[src/rtl/clk_rate_pkg.sv]
// clk_rate_pkg
// Shared rate table for the clock-rate divider family.
//   NUM_RATES      : number of selectable rates (index 0..NUM_RATES-1)
//   SEL_W / HP_W   : rate-index width and half-period counter width
//   half_period_of : rate index -> half-period count at 100 MHz
//   next_idx/prev_idx : modulo-NUM_RATES stepping of a rate index
package clk_rate_pkg;

  localparam int NUM_RATES = 9;
  localparam int SEL_W     = 4;
  localparam int HP_W      = 26;

  typedef enum logic {
    ST_RUN  = 1'b0,
    ST_PEND = 1'b1
  } seq_state_t;

  // 50 MHz, 10 MHz, 1 MHz, 100 kHz, 10 kHz, 1 kHz, 100 Hz, 10 Hz, 1 Hz
  function automatic logic [HP_W-1:0] half_period_of(input logic [SEL_W-1:0] idx);
    logic [HP_W-1:0] hp;
    case (idx)
      4'd0:    hp = 26'd1;
      4'd1:    hp = 26'd5;
      4'd2:    hp = 26'd50;
      4'd3:    hp = 26'd500;
      4'd4:    hp = 26'd5_000;
      4'd5:    hp = 26'd50_000;
      4'd6:    hp = 26'd500_000;
      4'd7:    hp = 26'd5_000_000;
      4'd8:    hp = 26'd50_000_000;
      default: hp = 26'd1;
    endcase
    return hp;
  endfunction

  function automatic logic [SEL_W-1:0] next_idx(input logic [SEL_W-1:0] b);
    return (b >= SEL_W'(NUM_RATES - 1)) ? '0 : b + 4'd1;
  endfunction

  function automatic logic [SEL_W-1:0] prev_idx(input logic [SEL_W-1:0] b);
    return (b == '0) ? SEL_W'(NUM_RATES - 1) : b - 4'd1;
  endfunction

endpackage

[src/rtl/clk_div_core.sv]
// clk_div_core
// Runtime-programmable half-period divider.
//   clk              : system clock
//   rst              : asynchronous active-high reset
//   half_period      : half-period in clk cycles (must be >= 1)
//   clk_out          : divided clock, period 2*half_period, 50 % duty
//   at_fall_boundary : high in the cycle whose edge will drive clk_out low
module clk_div_core
  import clk_rate_pkg::*;
(
  input  logic            clk,
  input  logic            rst,
  input  logic [HP_W-1:0] half_period,
  output logic            clk_out,
  output logic            at_fall_boundary
);

  logic [HP_W-1:0] count;
  logic            at_end;

  // ">=" rather than "==" so a shortened half-period can never strand the
  // counter above its terminal value.
  assign at_end           = (count >= half_period - 26'd1);
  assign at_fall_boundary = clk_out & at_end;

  always_ff @(posedge clk or posedge rst) begin
    if (rst) begin
      count   <= '0;
      clk_out <= 1'b0;
    end else if (at_end) begin
      count   <= '0;
      clk_out <= ~clk_out;
    end else begin
      count   <= count + 26'd1;
    end
  end

endmodule

[src/rtl/clk_rate_sequencer.sv]
// clk_rate_sequencer
// Selectable-rate clock generator with glitch-free rate switching.
//   CLK100MHZ : 100 MHz system clock
//   RST       : asynchronous active-high reset
//   BTN_NEXT  : async request, rate index +1 (rising edge)
//   BTN_PREV  : async request, rate index -1 (rising edge)
//   AUTO      : async level, sweeps +1 every DWELL_CYCLES when high
//   CLK_OUT   : divided clock at the active rate
//   SEL       : active rate index
//   SWITCHING : a rate change is pending
module clk_rate_sequencer
  import clk_rate_pkg::*;
#(
  parameter int INIT_SEL     = 5,
  parameter int DWELL_CYCLES = 200_000_000
) (
  input  logic             CLK100MHZ,
  input  logic             RST,
  input  logic             BTN_NEXT,
  input  logic             BTN_PREV,
  input  logic             AUTO,
  output logic             CLK_OUT,
  output logic [SEL_W-1:0] SEL,
  output logic             SWITCHING
);

  localparam logic [SEL_W-1:0] INIT_IDX   = SEL_W'(INIT_SEL);
  localparam logic [31:0]      DWELL_LAST = 32'(DWELL_CYCLES - 1);

  // bit 0 = NEXT, bit 1 = PREV, bit 2 = AUTO
  logic [2:0] sync_meta;
  logic [2:0] sync_out;
  logic [1:0] btn_last;
  logic       next_edge;
  logic       prev_edge;
  logic       auto_on;

  logic [31:0] dwell;
  logic        dwell_req;

  logic             req_valid;
  logic             req_up;
  logic [SEL_W-1:0] base;
  logic [SEL_W-1:0] req_target;

  seq_state_t       state;
  logic [SEL_W-1:0] target;
  logic [HP_W-1:0]  half_period;
  logic             at_fall;

  always_ff @(posedge CLK100MHZ or posedge RST) begin
    if (RST) begin
      sync_meta <= '0;
      sync_out  <= '0;
      btn_last  <= '0;
    end else begin
      sync_meta <= {AUTO, BTN_PREV, BTN_NEXT};
      sync_out  <= sync_meta;
      btn_last  <= sync_out[1:0];
    end
  end

  assign next_edge = sync_out[0] & ~btn_last[0];
  assign prev_edge = sync_out[1] & ~btn_last[1];
  assign auto_on   = sync_out[2];

  always_ff @(posedge CLK100MHZ or posedge RST) begin
    if (RST) begin
      dwell <= '0;
    end else if (!auto_on || dwell == DWELL_LAST) begin
      dwell <= '0;
    end else begin
      dwell <= dwell + 32'd1;
    end
  end

  assign dwell_req = auto_on & (dwell == DWELL_LAST);

  // A dwell tick masks any coincident button edge; NEXT+PREV together cancel.
  always_comb begin
    req_valid = 1'b0;
    req_up    = 1'b0;
    if (dwell_req) begin
      req_valid = 1'b1;
      req_up    = 1'b1;
    end else if (next_edge ^ prev_edge) begin
      req_valid = 1'b1;
      req_up    = next_edge;
    end
  end

  // Requests made while pending step from the pending target, not SEL.
  assign base       = SWITCHING ? target : SEL;
  assign req_target = req_up ? next_idx(base) : prev_idx(base);

  always_ff @(posedge CLK100MHZ or posedge RST) begin
    if (RST) begin
      state     <= ST_RUN;
      target    <= INIT_IDX;
      SEL       <= INIT_IDX;
      SWITCHING <= 1'b0;
    end else begin
      case (state)
        ST_RUN: begin
          if (req_valid && req_target != SEL) begin
            target    <= req_target;
            state     <= ST_PEND;
            SWITCHING <= 1'b1;
          end
        end
        ST_PEND: begin
          // Swap only at the end of a high half so CLK_OUT falls and the
          // following low half is already timed with the new half-period.
          if (at_fall) begin
            SEL       <= req_valid ? req_target : target;
            target    <= req_valid ? req_target : target;
            state     <= ST_RUN;
            SWITCHING <= 1'b0;
          end else if (req_valid) begin
            target <= req_target;
          end
        end
        default: state <= ST_RUN;
      endcase
    end
  end

  assign half_period = half_period_of(SEL);

  clk_div_core u_div (
    .clk              (CLK100MHZ),
    .rst              (RST),
    .half_period      (half_period),
    .clk_out          (CLK_OUT),
    .at_fall_boundary (at_fall)
  );

endmodule
[config.mk]
export PLATFORM = sky130hd
export DESIGN_NAME = clk_rate_sequencer
export DESIGN_NICKNAME = d
export VERILOG_FILES = /design/src/rtl/clk_rate_pkg.sv /design/src/rtl/clk_div_core.sv /design/src/rtl/clk_rate_sequencer.sv
export SDC_FILE = /design/constraint.sdc
export NUM_CORES = 1
export LEC_CHECK = 0
export ABC_AREA = 1
export CAP_MARGIN = 20
export CORE_MARGIN = 8
export CORE_UTILIZATION = 63
export CTS_CLUSTER_SIZE = 25
export DETAILED_ROUTE_END_ITERATION = 12
export GPL_ROUTABILITY_DRIVEN = 0
export HOLD_SLACK_MARGIN = 0.03
export PLACE_DENSITY = 0.88
export SYNTH_ARGS = -nofsm -noshare
export SYNTH_HDL_FRONTEND = slang
export SYNTH_SLANG_ARGS = --single-unit
[constraint.sdc]
create_clock -name CLK100MHZ -period 4.1 [get_ports CLK100MHZ]
set_input_delay 0.82 -clock CLK100MHZ [delete_from_list [all_inputs] [get_ports CLK100MHZ]]
set_output_delay 0.82 -clock CLK100MHZ [all_outputs]
set_load 0.03 [all_outputs]
# == Word-level counts from Yosys, hierarchy flattened ==
# Memory sizes are Yosys's and may differ from the RTL's.
# Index checks and enable logic that the tools add are counted.
# totals
reg_bits,77
latch_bits,0
mem_bits_rw,0
rom_bits,384
in_bits,5
out_inout_bits,6
word_cells,56
n_memories,1
# mem_list
memory,depth,word_bits,rd,rd_clocked_by_memory_dff,wr,line_no,rtl
(no name shown),16,24,1,0,0,clk_rate_pkg.sv:21,case (idx)
# classes
add_sub_neg,5
n_mul,0
div_mod_pow,0
order_cmp,2
eq_ne,4
n_shift,0
muxes,19
n_bitwise,9
n_reduce_logical,6
# ops
op,n
$add 32x1->32 const B,1
$eq 32x28->1 const B,1
$mux 32,1
$add 26x1->26 const B,1
$ge 26x26->1,1
$mux 26,1
$sub 26x1->26 const B,1
$mux 4,6
$mux 1,8
$pmux 4 s2,1
$add 4x1->4 const B,1
$and 1x1->1,4
$ge 4x4->1 const B,1
$logic_not 4->1,1
$ne 4x4->1,1
$not 1->1,4
$pmux 1 s2,2
$reduce_and 2->1,2
$sub 4x1->4 const B,1
$ne 2x1->1 const B,1
$ne 2x2->1 const B,1
$logic_and 1x1->1,1
$logic_not 1->1,1
$logic_or 1x1->1,1
$xor 1x1->1,1

# == Depth between registers and ports, before layout ==
# Gate-level depths: netlist of the first run.
# depth
ltp_word,10
ltp_mapped,25
ltp_nobuf,25

# == Cells and area by module ==
# A second synthesis of the first run with hierarchy kept.
# hier_totals
hier_cells,830
area_unflattened_um2,5839.4
# modules_own_cells
mod,instances,cells_each,area_per_inst_um2,seq_area_each_um2
clk_rate_sequencer,1,423,3098.0,1256.2
clk_div_core,1,407,2741.4,675.6

# == Worst setup path after synthesis of the first run ==
# No wires, ideal clock.
# synth_timing
kind,reg2reg
from,register SEL[1]
to,register SEL[1]
setup_time_ps,132
arrival_ps,3523
required_time_ps,3968
path_slack_ps,445
path_stages_with_launch,25
path_buffers,0
period_less_slack_ps,3655
path_cell_list,dfrtp_1 > inv_1 > ha_1 > a21oi_1 > a21oi_1 > ha_1 > nand3_1 > nor2_1 > nand2_1 > nor2_2 > inv_1 > nand2_1 > inv_1 > ha_1 > nand2_1 > nor2_1 > o211ai_1 > o2111ai_1 > nand2_1 > nand2_1 > nand2_1 > nand2_2 > nand2_1 > nor2_2 > o21ai_0
# synth_via
elab_chain_cells,5
word_cells_on_any_way,14
cone_classes,add/sub (3); order compare (2); mux (5); bitwise (1); reduce/logical (2); memory (1)
# synth_rtl
item,line_no,rtl
from (decl),clk_rate_sequencer.sv:23,"output logic [SEL_W-1:0] SEL,"
from (signal assigned),clk_rate_sequencer.sv:115,SEL <= req_valid ? req_target : target;
$mem_v2 16x24 or $mux 4 (tied branches),n/a,
"$sub 26x1->26, or another cell as far along",clk_div_core.sv:23,assign at_end = (count >= half_period - 26'd1);
"$ge 26x26->1, or another cell as far along",clk_div_core.sv:23,
$and 1x1->1 or $mux 4 (tied branches),"clk_div_core.sv:24, clk_rate_sequencer.sv:94",
$reduce_and 2->1 (no line) or $mux 4 (tied branches),n/a,
# Parallel ways exist; a longest one is shown, timed or not.
# A chain may end at the register's enable or synchronous reset.

# == Final worst setup path of the first run ==
# layout_timing
from,register SEL[0]
to,register SEL[0]
# The elaborated chain is that of the path after synthesis.

==> results of run 1 <==
-- repair_timing --
action	in CTS	in global routing
resized for setup	1	7
cloned	0	0
endpoints found under the hold margin	0	0
setup endpoints to repair	2	33
pin swaps	0	3
buffers inserted	0	7
-- power breakdown --
part | internal, W | total (W) | switching (W)
Sequential | 0.000836 | 0.000917 | 0.0000812
Clock | 0.000237 | 0.000565 | 0.000328
Combinational | 0.000478 | 0.00133 | 0.000848
Total | 0.00155 | 0.00281 | 0.00126
-- cell usage after synthesis, drive strengths merged, types with 9 or more instances --
cell type	instances	area [µm²]
nor2	121	517
nand3	35	198
a21oi	33	165
o21ai	19	98.9
inv	70	263
nand2	178	728
xnor2	15	131
nor3	29	166
nor3b	10	75.1
dfrtp	73	1830
xor2	21	184
ha	38	475
nor4	9	71.3
nand4	14	87.6
-- state kept, by name (all words and copies together), names as in the netlist --
signal / cells
state: 1
target: 4
SWITCHING: 1
sync_meta: 3
sync_out: 3
btn_last: 2
u_div.count: 26
SEL: 4
u_div.clk_out: 1
dwell: 32
-- logic make-up (layout without fill, tap and decap cells) --
kind of cell | Yosys count | in the layout | share of synthesized area [%]
compound gates | 62 | 62 | 6.50
xor+xnor | 36 | 36 | 6.04
fa+ha+maj | 38 | 38 | 9.11
buf+inv | 79 | 109 | 5.76
flops | 77 | 77 | 37.0
simple gates | 398 | 398 | 35.6
-- area by class of cell --
cell class / instances / area (µm²)
clock buffer: 9 / 124
tap: 105 / 131
fill: 603 / 2410
multi-input combinational: 534 / 3010
clock inverter: 7 / 66.3
timing repair buffer: 22 / 195
inverter: 71 / 267
sequential: 77 / 1930
-- layer usage --
| layer | routed length, µm | track usage (%) |
|---|---|---|
| met2 | 6120 | 37.1 |
| met4 | 327 | 7.74 |
| met5 | 0 | 0 |
| met1 | 5150 | 26.3 |
| met3 | 753 | 4.68 |
-- worst max path at each step --
stage | from | slack, ns | end | depth (start not counted)
after floorplan | SEL[1] | 0.44 | SEL[1] | 24
after global placement | SEL[0] | 0.45 | SEL[1] | 24
after detailed placement | SEL[0] | 0.07 | SEL[1] | 24
after CTS | SEL[0] | 0.09 | SEL[2] | 25
after global routing | SEL[0] | -0.009 | SEL[0] | 26
final | SEL[0] | 0.27 | SEL[0] | 23
-- stage by stage --
stage | hold slack [ns] | instances | setup WS (ns)
2_1_floorplan | 0.331 | 690 | 0.445
3_3_place_gp | 0.334 | 801 | 0.452
3_5_place_dp | 0.336 | 801 | 0.0731
4_1_cts | 0.359 | 817 | 0.0947
5_1_grt | 0.372 | 825 | -0.00900
6_report | 0.357 | 825 | 0.274
-- cell usage in the layout, fill, tap and decap left out, types with 16 or more instances in the layout --
cell type,n
xor2_1,21
nor3_1,26
a21oi_1,31
nand2_1,160
nor2_1,107
nand3_1,32
ha_1,38
dfrtp_1,73
inv_1,62
o21ai_0,16
==> results.sh, run 1 <==
export IMPL_grt_overflow=0
export IMPL_fmax_mhz=261
export IMPL_grt_use_total_pct=21.7
export IMPL_finalSetupViolCount=0
export IMPL_core_um2=8130
export IMPL_syn_inst=690
export IMPL_cts_inserted_buffers=9
export IMPL_status="finished, final reports clean"
export IMPL_h_tree_depth=3
export IMPL_cts_buffer_depth=2
export IMPL_rows=33
export IMPL_first_pass_iters=5
export IMPL_tightest_slew_ns=0.969
export IMPL_tns_ns=0
export IMPL_min_period_over_period_pct=93.3
export IMPL_worstSkewPairLatency_ns=0.37
export IMPL_grt_pass1_vias=4606
export IMPL_grt_max_degree=78
export IMPL_worst_r2r_cell_count=23
export IMPL_routed_via_density=5.75
export IMPL_port_buffers=10
export IMPL_yosysSeqAreaShare_pct=37.0
export IMPL_hp_class="flop to flop"
export IMPL_min_from="sync_meta[2]"
export IMPL_min_period_ns=3.83
export IMPL_hold_depth=0
export IMPL_routedWlPerCell_um=15.0
export IMPL_yosys_register_bits=77
export IMPL_syn_avg_cell_area_um2=7.56
export IMPL_irDropWorstVdd_v=0.000396
export IMPL_io_pins=11
export IMPL_dieHeight_um=107
export IMPL_final_util_pct=70.4
export IMPL_drt_iter0_drc=373
export IMPL_slew_violations=0
export IMPL_cts_tree="yes"
export IMPL_power_density_nw_per_um2=490
export IMPL_crit_buf_inv=3
export IMPL_r2r_start="SEL[0]"
export IMPL_slowest_stage="dfstp_2"
export IMPL_drc=0
export IMPL_cts_root_buf="clkbuf_8"
export IMPL_synth_edff_count=0
export IMPL_power_w=0.00281
export IMPL_postLayoutCellArea_um2=5730
export IMPL_reg2reg_slack_ns=0.27
export IMPL_hpwl_mm=8.89
export IMPL_syn_area_um2=5220
export IMPL_worstSetupEndpointType="flop"
export IMPL_drive_gt1_share_pct=11.7
export IMPL_finClkSkew_ns=0.0126
export IMPL_yosysWarningCount=0
export IMPL_layout_nets=758
export IMPL_crit_top_cell="nand2_1"
export IMPL_power_leakage_nw=2.58
export IMPL_clkTransAtPathRegs_ns=0.09
export IMPL_path_max_fanout=7
export IMPL_crit_required_ns=4.38
export IMPL_wirelength_mm=12.3
export IMPL_r2r_end="SEL[0]"
export IMPL_start_util_pct=64.1
export IMPL_ant_nets=0
export IMPL_cap_violations=0
export IMPL_max_stage_delay_ns=0.41
export IMPL_grt_first_pass_wirelength_mm=20.5
export IMPL_synth_main_ff_cell="dfrtp_1"
export IMPL_clock_sinks=77
export IMPL_start_kind="flop"
export IMPL_relSlewSlack_pct=35.4
export IMPL_critPathArrivalTime_ns=4.11
export IMPL_hold_viol_final=0
export IMPL_async_flop_share_pct=100
export IMPL_ys_types=38
export IMPL_hold_end="sync_out[2]"
export IMPL_crit_chain="inv_2 -> ha_1 -> a21oi_1 -> a21oi_2 -> ha_1 -> nand3_1 -> nor2_2 -> nand2_1 -> nor2_4 -> buf_4 -> nor2_1 -> ha_1 -> nand2_1 -> nor4_2 -> a21oi_1 -> nand2_1 -> nand2_1 -> nand2_2 -> nand2_1 -> nor2_4 -> clkbuf_2 -> nand2_1 -> o21ai_0"
export IMPL_cp_top_family="simple AND/OR/NAND/NOR gates"
export IMPL_n_antenna_cell=0
export IMPL_area_growth_pct=9.76
export IMPL_die_area_um2=11500
export IMPL_synthesis_nets=733
export IMPL_vias=4743
export IMPL_die_w_um=107
export IMPL_antenna_found_initial=0
export IMPL_crit_type="flop to flop"
export IMPL_cts_hold_buf=0
export IMPL_placed_cell_area_um2=5450
Power figures use the tool's default switching activity.
==> run 2, diff against run 1 <==
CORE_MARGIN = not set   (was 8)
==> run 2 against run 1 <==
  * Sequential share of layout area did not move
  * Core utilization up 2.2 points
  * Global-route usage grew 7.9 points
  * Register-to-register slack better by 0.12 ns
==> results.sh, run 2 (same netlist as run 1, synthesis figures left out) <==
export IMPL_wirelength_mm=11.8
export IMPL_slew_violations=0
export IMPL_worst_r2r_cell_count=25
export IMPL_die_area_um2=8650
export IMPL_power_density_nw_per_um2=498
export IMPL_relSlewSlack_pct=61.0
export IMPL_postCtsSetupRepairBufs=0
export IMPL_grt_overflow=0
export IMPL_multi_input_area_um2=3020
export IMPL_clock_sinks=77
export IMPL_n_antenna_cell=0
export IMPL_final_cells=817
export IMPL_grt_use_total_pct=29.6
export IMPL_routed_via_density=5.67
export IMPL_hp_class="flop to flop"
export IMPL_h_tree_depth=3
export IMPL_worstSkewPairLatency_ns=0.36
export IMPL_rsz0062_at_grt="false"
export IMPL_pre_cts_ws_ns=0.0365
export IMPL_antenna_found_initial=0
export IMPL_crit_type="flop to flop"
export IMPL_drive_gt1_share_pct=10.8
export IMPL_crit_required_ns=4.38
export IMPL_ant_nets=0
export IMPL_cts_tree="yes"
export IMPL_finClkSkew_ns=0.0121
export IMPL_cts_root_buf="clkbuf_8"
export IMPL_largest_reg_flops=32
export IMPL_start_kind="flop"
export IMPL_power_leakage_nw=2.57
export IMPL_grt_pass1_vias=4508
export IMPL_post_place_cells=800
export IMPL_dieHeight_um=93.0
export IMPL_hold_viol_final=0
export IMPL_hold_depth=0
export IMPL_critPathArrivalTime_ns=3.98
export IMPL_vias=4630
export IMPL_final_setup_worst_slack_ns=0.395
export IMPL_path_max_fanout=10
export IMPL_cap_violations=0
export IMPL_clkTransAtPathRegs_ns=0.08
export IMPL_hpwl_mm=8.79
export IMPL_crit_top_cell="nand2_1"
export IMPL_routedWlPerCell_um=14.4
export IMPL_r2r_end="SEL[3]"
export IMPL_core_um2=7890
export IMPL_final_common_cell="nand2_1"
export IMPL_worstSetupEndpointType="flop"
export IMPL_first_pass_iters=5
export IMPL_hold_end="sync_out[2]"
export IMPL_min_period_ns=3.70
export IMPL_drt_iter0_drc=307
export IMPL_fmax_mhz=270
export IMPL_r2r_start="SEL[0]"
export IMPL_rows=32
export IMPL_grt_first_pass_wirelength_mm=20.3
export IMPL_slowest_stage="dfstp_2"
export IMPL_largest_register="dwell"
export IMPL_io_pins=11
export IMPL_tns_ns=0
export IMPL_fillers=558
export IMPL_cts_inserted_buffers=9
export IMPL_irDropWorstVdd_v=0.000378
export IMPL_port_buffers=10
export IMPL_finalSetupViolCount=0
export IMPL_drc=0
export IMPL_seqCellArea_um2=1930
export IMPL_area_growth_pct=9.76
export IMPL_min_from="sync_meta[2]"
export IMPL_layout_nets=753
export IMPL_top_regs="dwell (32), u_div.count (26)"
export IMPL_reg2reg_slack_ns=0.40
export IMPL_start_util_pct=66.1
export IMPL_cts_buffer_depth=2
export IMPL_status="finished, final reports clean"
export IMPL_max_stage_delay_ns=0.42
export IMPL_die_w_um=93.0
export IMPL_layout_common_cells="160 x nand2_1, 107 x nor2_1, 73 x dfrtp_1"
export IMPL_min_period_over_period_pct=90.4
export IMPL_tightest_slew_ns=0.584
export IMPL_grt_max_degree=33
run 2: changes by cell type in the layout (fill, tap and decap cells not counted), moves of 2 or more:
cell	delta
buf_4	-4
bufinv_16	+2
clkinv_2	+2
inv_6	-3
inv_8	-2
run 2: timing repair:
item,CTS,global route
gates resized for setup,1,6
setup endpoints to repair,4,30
hold buffers,0,0
run 2: critical path, delay by kind of cell, from the launching register on:
family                   cells  cell delay [ns]
AND/OR/NAND/NOR             14             1.63
adder cells (fa/ha/maj)      3             0.71
AO/OA/AOI/OAI                5             0.61
flip-flops                   1             0.42
buffers and inverters        3             0.25
run 2: area by class of cell:
| class | instances | share of cell area [%] |
|---|---|---|
| clock buffer | 10 | 2.40 |
| clock inverter | 6 | 1.51 |
| inverter | 71 | 4.65 |
| multi-input combinational | 534 | 52.7 |
| sequential | 77 | 33.7 |
| tap | 102 | 2.23 |
| timing repair buffer | 17 | 2.80 |
run 2: metrics by stage:
stage	hold WS [ns]	utilization (%)	area, µm²	total power, W
after floorplan	0.331	-	5220	0.00184
after global placement	0.337	69.2	5460	0.00207
after detailed placement	0.336	69.2	5460	0.00214
after CTS	0.359	72.1	5690	0.00281
after global routing	0.364	72.6	5730	0.00304
final	0.355	72.6	5730	0.00285
run 2: worst max path at each step:
stage,start,to,slack [ns],cells past startpoint
after floorplan,SEL[1],SEL[1],0.44,24
after global placement,SEL[0],SEL[3],0.36,24
after detailed placement,SEL[0],SEL[3],0.04,24
after CTS,SEL[0],SEL[1],0.03,25
after global routing,SEL[1],SEL[3],0.04,25
final,SEL[0],SEL[3],0.40,25
run 2: where the power goes:
part	leakage [nW]	switching (W)	total, W	internal, W
Sequential	1.01	0.0000840	0.000920	0.000836
Combinational	1.45	0.000820	0.00127	0.000453
Clock	0.112	0.000299	0.000658	0.000359
run 2: per-layer routing:
layer  vias to the layer above  global-route usage (%)  part of all wire (%)
li1                       2275                       -                     -
met1                      2190                    37.8                    45
met2                       141                    50.5                    49
met3                        24                    3.98                   4.6
met4                         0                    12.7                   2.2
met5                         -                       0                     0
